## src/rtl/conversor_bcd.sv

```systemverilog
// conversor_bcd: sequential binary-to-BCD converter (double-dabble).
// A start in the idle state captures produto. The block then shifts one bit
// per cycle for LARGURA cycles. The finished BCD value is published on
// digitos together with a one-cycle pronto pulse.
// Optional feature: define CONVERSOR_BCD_7SEG_EN to add the registered
// active-high gfedcba output segmentos, one 7-bit code per digit.
module conversor_bcd #(
  parameter int LARGURA = 16,
  parameter int DIGITOS = 5
) (
  input  logic                   clock,
  input  logic                   reset,
  input  logic                   start,
  input  logic [LARGURA-1:0]     produto,
  output logic [4*DIGITOS-1:0]   digitos,
  output logic                   ocupado,
  output logic                   pronto
`ifdef CONVERSOR_BCD_7SEG_EN
  ,
  output logic [7*DIGITOS-1:0]   segmentos
`endif
);

  localparam int CNT_W = $clog2(LARGURA + 1);

  typedef enum logic [1:0] {
    OCIOSO,
    DESLOCA,
    FIM
  } estado_t;

  estado_t               estado_q,  estado_d;
  logic [LARGURA-1:0]    desloc_q,  desloc_d;
  logic [4*DIGITOS-1:0]  acum_q,    acum_d;
  logic [CNT_W-1:0]      cont_q,    cont_d;
  logic [4*DIGITOS-1:0]  digitos_q, digitos_d;
  logic                  ocupado_q, ocupado_d;
  logic                  pronto_q,  pronto_d;
  logic [4*DIGITOS-1:0]  acum_aj;

`ifdef CONVERSOR_BCD_7SEG_EN
  logic [7*DIGITOS-1:0]  segmentos_q, segmentos_d;

  // Active-high gfedcba pattern for one BCD digit; non-decimal codes stay dark.
  function automatic logic [6:0] seg7(input logic [3:0] d);
    logic [6:0] s;
    unique case (d)
      4'd0:    s = 7'h3F;
      4'd1:    s = 7'h06;
      4'd2:    s = 7'h5B;
      4'd3:    s = 7'h4F;
      4'd4:    s = 7'h66;
      4'd5:    s = 7'h6D;
      4'd6:    s = 7'h7D;
      4'd7:    s = 7'h07;
      4'd8:    s = 7'h7F;
      4'd9:    s = 7'h6F;
      default: s = 7'h00;
    endcase
    return s;
  endfunction
`endif

  // Double-dabble correction: add 3 to each accumulator digit that is 5 or more.
  always_comb begin
    acum_aj = acum_q;
    for (int i = 0; i < DIGITOS; i++) begin
      if (acum_q[4*i +: 4] >= 4'd5) begin
        acum_aj[4*i +: 4] = acum_q[4*i +: 4] + 4'd3;
      end
    end
  end

  // Next-state and next-output logic of the OCIOSO/DESLOCA/FIM sequencer.
  always_comb begin
    // NOTE: every _d gets a default before the case so no path can infer a latch.
    estado_d  = estado_q;
    desloc_d  = desloc_q;
    acum_d    = acum_q;
    cont_d    = cont_q;
    digitos_d = digitos_q;
    ocupado_d = ocupado_q;
    pronto_d  = 1'b0;
`ifdef CONVERSOR_BCD_7SEG_EN
    segmentos_d = segmentos_q;
`endif
    unique case (estado_q)
      OCIOSO: begin
        if (start) begin
          desloc_d  = produto;
          acum_d    = '0;
          cont_d    = CNT_W'(LARGURA);
          estado_d  = DESLOCA;
          ocupado_d = 1'b1;
        end
      end
      DESLOCA: begin
        // Shift {accumulator, shift register} left by one through the corrected digits.
        acum_d   = (acum_aj << 1) | {{(4*DIGITOS-1){1'b0}}, desloc_q[LARGURA-1]};
        desloc_d = desloc_q << 1;
        cont_d   = cont_q - 1'b1;
        if (cont_q == CNT_W'(1)) begin
          // Last shift: the finished value goes straight to the output register,
          // so digitos never shows a partial result.
          estado_d  = FIM;
          digitos_d = acum_d;
          pronto_d  = 1'b1;
`ifdef CONVERSOR_BCD_7SEG_EN
          for (int i = 0; i < DIGITOS; i++) begin
            segmentos_d[7*i +: 7] = seg7(acum_d[4*i +: 4]);
          end
`endif
        end
      end
      FIM: begin
        estado_d  = OCIOSO;
        ocupado_d = 1'b0;
      end
      default: begin
        estado_d  = OCIOSO;
        ocupado_d = 1'b0;
      end
    endcase
  end

  // State and output registers; reset aborts any conversion and clears everything.
  always_ff @(posedge clock or posedge reset) begin
    // NOTE: non-blocking assignments keep every flop sampling pre-edge values.
    if (reset) begin
      estado_q  <= OCIOSO;
      desloc_q  <= '0;
      acum_q    <= '0;
      cont_q    <= '0;
      digitos_q <= '0;
      ocupado_q <= 1'b0;
      pronto_q  <= 1'b0;
`ifdef CONVERSOR_BCD_7SEG_EN
      segmentos_q <= '0;
`endif
    end else begin
      estado_q  <= estado_d;
      desloc_q  <= desloc_d;
      acum_q    <= acum_d;
      cont_q    <= cont_d;
      digitos_q <= digitos_d;
      ocupado_q <= ocupado_d;
      pronto_q  <= pronto_d;
`ifdef CONVERSOR_BCD_7SEG_EN
      segmentos_q <= segmentos_d;
`endif
    end
  end

  assign digitos = digitos_q;
  assign ocupado = ocupado_q;
  assign pronto  = pronto_q;
`ifdef CONVERSOR_BCD_7SEG_EN
  assign segmentos = segmentos_q;
`endif

endmodule

```

## config.mk

```make
export PLATFORM = sky130hd
export DESIGN_NAME = conversor_bcd
export DESIGN_NICKNAME = d
export VERILOG_FILES = /design/src/rtl/conversor_bcd.sv
export SDC_FILE = /design/constraint.sdc
export NUM_CORES = 1
export LEC_CHECK = 0
export ABC_AREA = 1
export BUFFER_PORTS_ARGS = -buffer_cell sky130_fd_sc_hd__buf_2
export CELL_PAD_IN_SITES_DETAIL_PLACEMENT = 1
export CELL_PAD_IN_SITES_GLOBAL_PLACEMENT = 1
export CORE_MARGIN = 2
export CORE_UTILIZATION = 41
export DETAILED_ROUTE_END_ITERATION = 7
export GPL_TIMING_DRIVEN = 0
export PLACE_DENSITY = 0.87
export SETUP_SLACK_MARGIN = 0.05
export SLEW_MARGIN = 20
export SYNTH_ARGS = -nofsm -noshare
export SYNTH_HDL_FRONTEND = slang
export SYNTH_SLANG_ARGS = --single-unit
```

## constraint.sdc

```tcl
create_clock -name clock -period 2.4 [get_ports clock]
set_input_delay 0.48 -clock clock [delete_from_list [all_inputs] [get_ports clock]]
set_output_delay 0.48 -clock clock [all_outputs]
set_load 0.005 [all_outputs]
```

## After elaboration in Yosys (flattened, before gate mapping)

Index checks and enable logic that the tools add are counted.

| word-level totals | value |
|---|---|
| flip-flop bits (word level) | 65 |
| logic and storage cells | 48 |
| output and inout port bits | 22 |

| operators by class | value |
|---|---|
| order comparisons | 5 |
| add/subtract/negate cells | 6 |
| reduce and logical (&&, ||, !) cells | 6 |
| mux-type cells | 18 |
| bitwise gates (word level) | 2 |
| equality and inequality tests | 4 |

Operators with widths:

| kind | count |
|---|---|
| case mux 20 bit (2 select lines) | 1 |
| case mux 16 bit (2 select lines) | 1 |
| greater-or-equal comparator 4 x 3 -> 1 bit (second input constant) | 5 |
| two-way mux 20 bit | 1 |
| OR 20 x 1 -> 20 bit | 1 |
| adder 4 x 2 -> 4 bit (second input constant) | 4 |
| two-way mux 16 bit | 1 |
| two-way mux 4 bit | 4 |
| case mux 5 bit (2 select lines) | 1 |
| AND reduction 2 bit | 4 |
| equality test 5 x 1 -> 1 bit (second input constant) | 1 |
| two-way mux 5 bit | 1 |
| subtractor 5 x 1 -> 5 bit (second input constant) | 1 |
| two-way mux 2 bit | 2 |
| != test 2 bit (second input constant) | 2 |
| case mux 2 bit (2 select lines) | 1 |
| adder 3 x 2 -> 3 bit (second input constant) | 1 |
| two-way mux 1 bit | 3 |
| two-way mux 3 bit | 1 |
| equality test 2 x 1 -> 1 bit (second input constant) | 1 |
| zero test 2 bit | 1 |
| case mux 1 bit (2 select lines) | 1 |
| nonzero test 2 bit | 1 |
| inverter 1 bit | 1 |

## Logic depth before layout (Yosys ltp)

Gate-level depths: netlist of the first run.

| depth | value |
|---|---|
| depth after elaboration | 4 |
| mapped depth | 9 |

## Least setup slack after synthesis of the first run

No wires, ideal clock.

| path | value |
|---|---|
| path type | reg2reg |
| start point | register cont_q[1] |
| end point | register digitos_q[4] (netlist: digitos[4]) |
| data required time | 2.335 ns |
| clock period less this slack | 1.247 ns |
| slack | 1.153 ns |
| setup time | 0.065 ns |
| stages on the path, launching flop included | 8 |
| arrival | 1.182 ns |
| buffers on the path | 1 |
| path through | dfrtp_1 inv_1 ha_1 nand2_1 nor2_8 buf_6 nand3_1 nand2_1 |

| between the ends | value |
|---|---|
| longest elaborated chain between the ends | 2 |

Ends and longest elaborated chain:

| what | line | source |
|---|---|---|
| from (decl) | 35 | `logic [CNT_W-1:0] cont_q, cont_d;` |
| from (signal assigned) | 144 | `cont_q <= cont_d;` |
| equality test 5 x 1 -> 1 bit | 102 | `if (cont_q == CNT_W'(1)) begin` |
| AND reduction 2 bit (no source line) | -- |  |
| to (signal assigned) | 145 | `digitos_q <= digitos_d;` |
| to (decl) | 36 | `logic [4*DIGITOS-1:0] digitos_q, digitos_d;` |

No other way between the ends.
A chain may end at the register's enable or synchronous reset.

## Worst setup path in the final report of the first run

| path | value |
|---|---|
| start point | register estado_q[0] |
| end point | register digitos_q[16] (netlist: digitos[16]) |

| between the ends | value |
|---|---|
| longest elaborated chain between the ends | 2 |

Ends and longest elaborated chain:

| what | line | source |
|---|---|---|
| from (decl) | 32 | `estado_t estado_q, estado_d;` |
| from (signal assigned) | 141 | `estado_q <= estado_d;` |
| equality test 2 x 1 -> 1 bit | 87 | `unique case (estado_q)` |
| AND reduction 2 bit (no source line) | -- |  |

No other way between the ends.

==> results of run 1 <==
-- per-stage QoR --
step / instance area, sq um / TNS [ns]
3_5_place_dp: 3530 / 0
3_3_place_gp: 3500 / -35.74
2_1_floorplan: 3170 / 0
5_1_grt: 3740 / 0
4_1_cts: 3740 / 0
6_report: 3740 / 0
-- per-layer routing --
metal  vias to the layer above  share of wire
met5                         -              0
met4                         0          0.020
li1                       1342              -
met2                        45           0.50
met3                        12          0.027
met1                      1328           0.45
-- registers in the layout, summed over array words and instances, names as in the netlist --
| name | count |
|---|---|
| acum_q | 20 |
| digitos | 20 |
| estado_q | 2 |
| desloc_q | 16 |
| cont_q | 5 |
| ocupado | 1 |
| pronto | 1 |
-- final cells by class --
class / count / area (sq um)
multi-input combinational: 276 / 1350
clock inverter: 6 / 82.6
fill: 963 / 3870
clock buffer: 10 / 128
buffer: 11 / 76.3
tap: 102 / 128
timing repair buffer: 41 / 228
inverter: 32 / 123
sequential: 65 / 1630
-- worst max-delay path, cell delays in order (launching register included) --
cell and delay [ns]:
dfrtp_1 0.45, inv_2 0.09, nor2_8 0.17, nand4_2 0.22, buf_2 0.29, nand2_1 0.09
nand2_1 0.05
-- power breakdown --
group,internal (uW),total [uW],switching [uW],leakage (uW)
combinational,792,2140,1350,0.00108
clock,579,1020,444,0.000106
sequential,1580,1920,341,0.000819
total,2950,5080,2130,0.00201
-- worst max path at each step --
stage          slack (ns)                    start                       to
6_report             0.92  estado_q[0]$_DFFE_PP0P_  digitos[16]$_DFFE_PP0P_
5_1_grt              0.81  estado_q[1]$_DFFE_PP0P_  desloc_q[8]$_DFFE_PP0P_
4_1_cts              0.91  estado_q[1]$_DFFE_PP0P_  desloc_q[8]$_DFFE_PP0P_
3_5_place_dp         0.91                    start  desloc_q[8]$_DFFE_PP0P_
3_3_place_gp        -0.55                    reset   digitos[1]$_DFFE_PP0P_
2_1_floorplan        0.29                    reset    acum_q[0]$_DFFE_PP0P_
-- synth_stat cells (2+ instances only) --
cell type	n	share of area
o21ai_0	15	0.024
o22ai_1	6	0.012
o21ai_1	4	0.0063
nand2_2	2	0.0039
inv_2	3	0.0036
nor2_1	7	0.0083
buf_2	7	0.011
nand2_4	2	0.0071
nor2_8	2	0.013
nand2_1	160	0.19
ha_1	12	0.047
buf_6	3	0.011
nand4_1	8	0.016
nand3_1	52	0.082
inv_1	29	0.034
dfrtp_1	65	0.51
-- kinds of logic after synthesis --
kind of cell	after synthesis	share of synthesized area
and+or+nand+nor	236	0.328
buffers and inverters	43	0.0620
DFF	65	0.513
adders and majority gates	12	0.0474
AOI/OAI and AO/OA	27	0.0466
xor gates and xnor gates	1	0.00277
==> impl_metrics.env, run 1 <==
export IMPL_status="complete, no violations"
export IMPL_die_x_um=91.9
export IMPL_clk_latency_ns=0.36
export IMPL_critPathKind="flop to flop"
export IMPL_cts_root_buffer="clkbuf_8"
export IMPL_grt_pass1_vias=2871
export IMPL_dpl_hpwl_um=5740
export IMPL_clock_skew_final_ns=0.0105
export IMPL_ys_flop_type="dfrtp_1"
export IMPL_cp_end_kind="flop"
export IMPL_die_h_um=91.9
export IMPL_grt_busiest_layer="met2"
export IMPL_final_antenna_net_count=0
export IMPL_post_synth_cell_area_avg_sq_um=8.25
export IMPL_finalCritPeriodShare=0.616
export IMPL_met1_usage=0.272
export IMPL_utilization=0.491
export IMPL_final_max_slew_violation_count=0
export IMPL_max_freq_ghz=0.677
export IMPL_cts_resized=0
export IMPL_htree_levels=3
export IMPL_dr_total_vias=2727
export IMPL_cts_sinks=65
export IMPL_start_util=0.416
export IMPL_drive_gt1_frac=0.179
export IMPL_nets=467
export IMPL_rrSetupSlack_ns=0.92
export IMPL_ios=41
export IMPL_synth_cell_types=23
export IMPL_overflow=0
export IMPL_grt_usage=0.211
export IMPL_routed_wl_um=8120
export IMPL_power_density_nw_per_um2=1360
export IMPL_core_area_sq_um=7610
export IMPL_worstHoldPathType="primary input to asynchronous set/reset pin"
export IMPL_drc=0
export IMPL_min_period_ns=1.48
export IMPL_final_cells=543
export IMPL_cts_buffers_inserted=9
export IMPL_leakage_uw=0.00201
export IMPL_rsz0062_at_grt="false"
export IMPL_post_cts_buffers=0
export IMPL_area_growth_pct=17.9
export IMPL_regToRegStartpoint="estado_q[0]$_DFFE_PP0P_"
export IMPL_hold_buffers=0
export IMPL_rows=32
export IMPL_drtPass1Iterations=4
export IMPL_async_flop_share=1.00
export IMPL_dp_cells=527
export IMPL_clkSlewWorstSetupHoldPaths_ns=0.07
export IMPL_seq_area_frac_synth=0.513
export IMPL_io_buffers=40
export IMPL_cts_tree="built"
export IMPL_maxCapViolations=0
export IMPL_grt_antenna_before_repair=0
export IMPL_r2r_end="digitos[16]$_DFFE_PP0P_"
export IMPL_final_common_cell="nand2_1"
export IMPL_fin_ws_ns=0.923
export IMPL_synth_seq_cells=65
export IMPL_syn_inst=384
export IMPL_gp_congestion=0.819
export IMPL_synth_edff_count=0
export IMPL_tightest_slew_ns=0.422
export IMPL_grt_pass1_wl_um=13900
export IMPL_num_antenna_cells=0
export IMPL_rr_worst_depth=6
export IMPL_cp_data_arrival_time_ns=1.72
export IMPL_start_kind="flop"
export IMPL_via_per_inst=5.02
export IMPL_syn_nets=415
export IMPL_dp_slack_ns=0.905
export IMPL_drt_iter0_drc=132
export IMPL_met2_usage=0.355
export IMPL_holdWs_ns=0.0791
export IMPL_crit_fanout=10
export IMPL_clockBufferDepth=2
export IMPL_mostFrequentLayoutCells="nand2_1, dfrtp_1, nand3_1"
export IMPL_power_total_uw=5080
export IMPL_routedWlPerCell_um=15.0
export IMPL_slew_headroom=0.718
export IMPL_use_met3=0.0296
export IMPL_ir_worst_vdd_uv=463
export IMPL_setup_viol=0
export IMPL_syn_cell_area_sq_um=3170
export IMPL_synth_warnings=0
export IMPL_grt_max_degree=45
export IMPL_hold_violations=0
export IMPL_cp_required_ns=2.65
export IMPL_dieArea_sq_um=8450
Power figures use the tool's default switching activity.
==> run 2, diff against run 1 <==
clock period = 1.38 ns   (was 2.4 ns; I/O delays follow)
==> impl_metrics.env, run 2 (synthesis gave the netlist of run 1 again) <==
export IMPL_status="finished with violations"
export IMPL_violations="negative setup slack"
export IMPL_dp_cells=528
export IMPL_cp_data_arrival_time_ns=1.64
export IMPL_grt_pass1_wl_um=14500
export IMPL_start_kind="flop"
export IMPL_ir_worst_vdd_uv=908
export IMPL_slew_headroom=0.710
export IMPL_via_per_inst=5.38
export IMPL_num_antenna_cells=0
export IMPL_final_antenna_net_count=0
export IMPL_drc=0
export IMPL_nets=498
export IMPL_min_period_ns=1.41
export IMPL_grt_max_degree=34
export IMPL_drtPass1Iterations=4
export IMPL_leakage_uw=0.00227
export IMPL_rows=32
export IMPL_pwr_share_seq=0.324
export IMPL_finalCritPeriodShare=1.02
export IMPL_io_buffers=40
export IMPL_clockBufferDepth=2
export IMPL_htree_levels=3
export IMPL_final_area_sq_um=4300
export IMPL_gp_congestion=0.824
export IMPL_power_density_nw_per_um2=2470
export IMPL_cts_buffers_inserted=9
export IMPL_rr_worst_depth=7
export IMPL_ios=41
export IMPL_dpl_hpwl_um=5690
export IMPL_area_growth_pct=35.7
export IMPL_crit_fanout=3
export IMPL_routedWlPerCell_um=18.6
export IMPL_clk_latency_ns=0.36
export IMPL_fin_ws_ns=-0.0253
export IMPL_cp_required_ns=1.62
export IMPL_dr_total_vias=3086
export IMPL_holdWs_ns=0.140
export IMPL_clkSlewWorstSetupHoldPaths_ns=0.08
export IMPL_power_switching_uw=4660
export IMPL_clock_skew_final_ns=0.0114
export IMPL_max_freq_ghz=0.712
export IMPL_p_clk_frac=0.181
export IMPL_final_common_cell="nand2_1"
export IMPL_die_h_um=91.9
export IMPL_critPathKind="flop to flop"
export IMPL_drt_iter0_drc=135
export IMPL_place_area_sq_um=3540
export IMPL_cp_end_kind="flop"
export IMPL_tightest_slew_ns=0.430
export IMPL_cts_tree="built"
export IMPL_grt_antenna_before_repair=0
export IMPL_setup_viol=1
export IMPL_num_fill_cells=909
export IMPL_internal_power_uw=5940
export IMPL_rsz0062_at_grt="true"
export IMPL_routed_wl_um=10700
export IMPL_p_sw_frac=0.440
export IMPL_grt_pass1_vias=3021
export IMPL_hold_depth=3
export IMPL_cts_sinks=65
export IMPL_final_cells=574
export IMPL_dieArea_sq_um=8450
export IMPL_drive_gt1_frac=0.335
export IMPL_mostFrequentLayoutCells="nand2_1, dfrtp_1, nand3_1"
export IMPL_overflow=0
export IMPL_comb_power_share=0.496
export IMPL_worstHoldPathType="primary input to flop"
export IMPL_die_x_um=91.9
export IMPL_final_max_slew_violation_count=0
export IMPL_maxCapViolations=0
export IMPL_grt_usage=0.219
export IMPL_hold_violations=0
export IMPL_core_area_sq_um=7610
export IMPL_utilization=0.565
export IMPL_cts_root_buffer="clkbuf_8"
export IMPL_start_util=0.416
==> run 2: changes by cell type in the layout (fill, tap and decap cells not counted), sizes merged <==
cell         before  now
clkbuf           10   14
dlygate4sd3       0    1
clkinvlp          1    2
clkinv            3    2
inv              32   31
buf              52   79
==> run 2: path summary, 6_finish.rpt <==
check,startpoint,slack (ns),to
min in group asynchronous,reset,0.54,cont_q[3]$_DFFE_PP0P_
max in group asynchronous,reset,0.66,cont_q[1]$_DFFE_PP0P_
min reg2reg,digitos[5]$_DFFE_PP0P_,0.48,digitos[5]$_DFFE_PP0P_
min,produto[10],0.14,desloc_q[10]$_DFFE_PP0P_
max reg2reg,acum_q[16]$_DFFE_PP0P_,-0.03,acum_q[18]$_DFFE_PP0P_
max,acum_q[16]$_DFFE_PP0P_,-0.03,acum_q[18]$_DFFE_PP0P_
==> run 2: area by class of cell <==
type | count | area (sq um) | share of cell area
timing repair buffer | 72 | 507 | 0.118
inverter | 32 | 129 | 0.0300
buffer | 11 | 110 | 0.0256
tap | 102 | 128 | 0.0297
sequential | 65 | 1630 | 0.379
multi-input combinational | 276 | 1570 | 0.364
clock inverter | 5 | 77.6 | 0.0180
clock buffer | 11 | 151 | 0.0352
==> run 2: power by group through the flow <==
stage,clock (uW),combinational (uW),sequential (uW)
finish,1920,5250,3430
global route,2020,5760,3510
CTS,1910,4030,3310
detailed placement,0,3750,3340
global placement,0,3500,3290
floorplan,0,2620,3240
==> run 2: through the flow <==
step | total power, uW | setup slack (ns) | TNS [ns]
final | 10600 | -0.0253 | -0.0253
after global routing | 11300 | -0.0709 | -0.372
after CTS | 9250 | 0.0325 | 0
after detailed placement | 7090 | -0.104 | -1.73
after global placement | 6790 | -0.124 | -9.05
after floorplan | 5860 | 0.133 | 0
==> run 2: timing repair <==
item	4_1_cts	5_1_grt
endpoints found under the hold margin	28	0
resized for setup	17	66
setup endpoints to repair	45	52
buffers inserted	10	16
cloned	0	3
hold buffers	1	0
pin swaps	2	12
==> run 2: metal layers <==
layer | GRT usage | part of all wire | up-vias | wire [um]
met5 | 0 | 0 | - | 0
met4 | 0.0970 | 0.028 | 0 | 303
met3 | 0.0345 | 0.035 | 26 | 369
met2 | 0.390 | 0.53 | 96 | 5690
met1 | 0.260 | 0.40 | 1556 | 4310
li1 | - | - | 1408 | -
==> run 2: worst max-delay path, cell delays in order (launching register included) <==
cell	delay, ns
dfrtp_1	0.40
inv_1	0.10
ha_2	0.22
inv_1	0.07
nand2_1	0.12
nand4_1	0.16
nand3_1	0.14
nand2_1	0.07
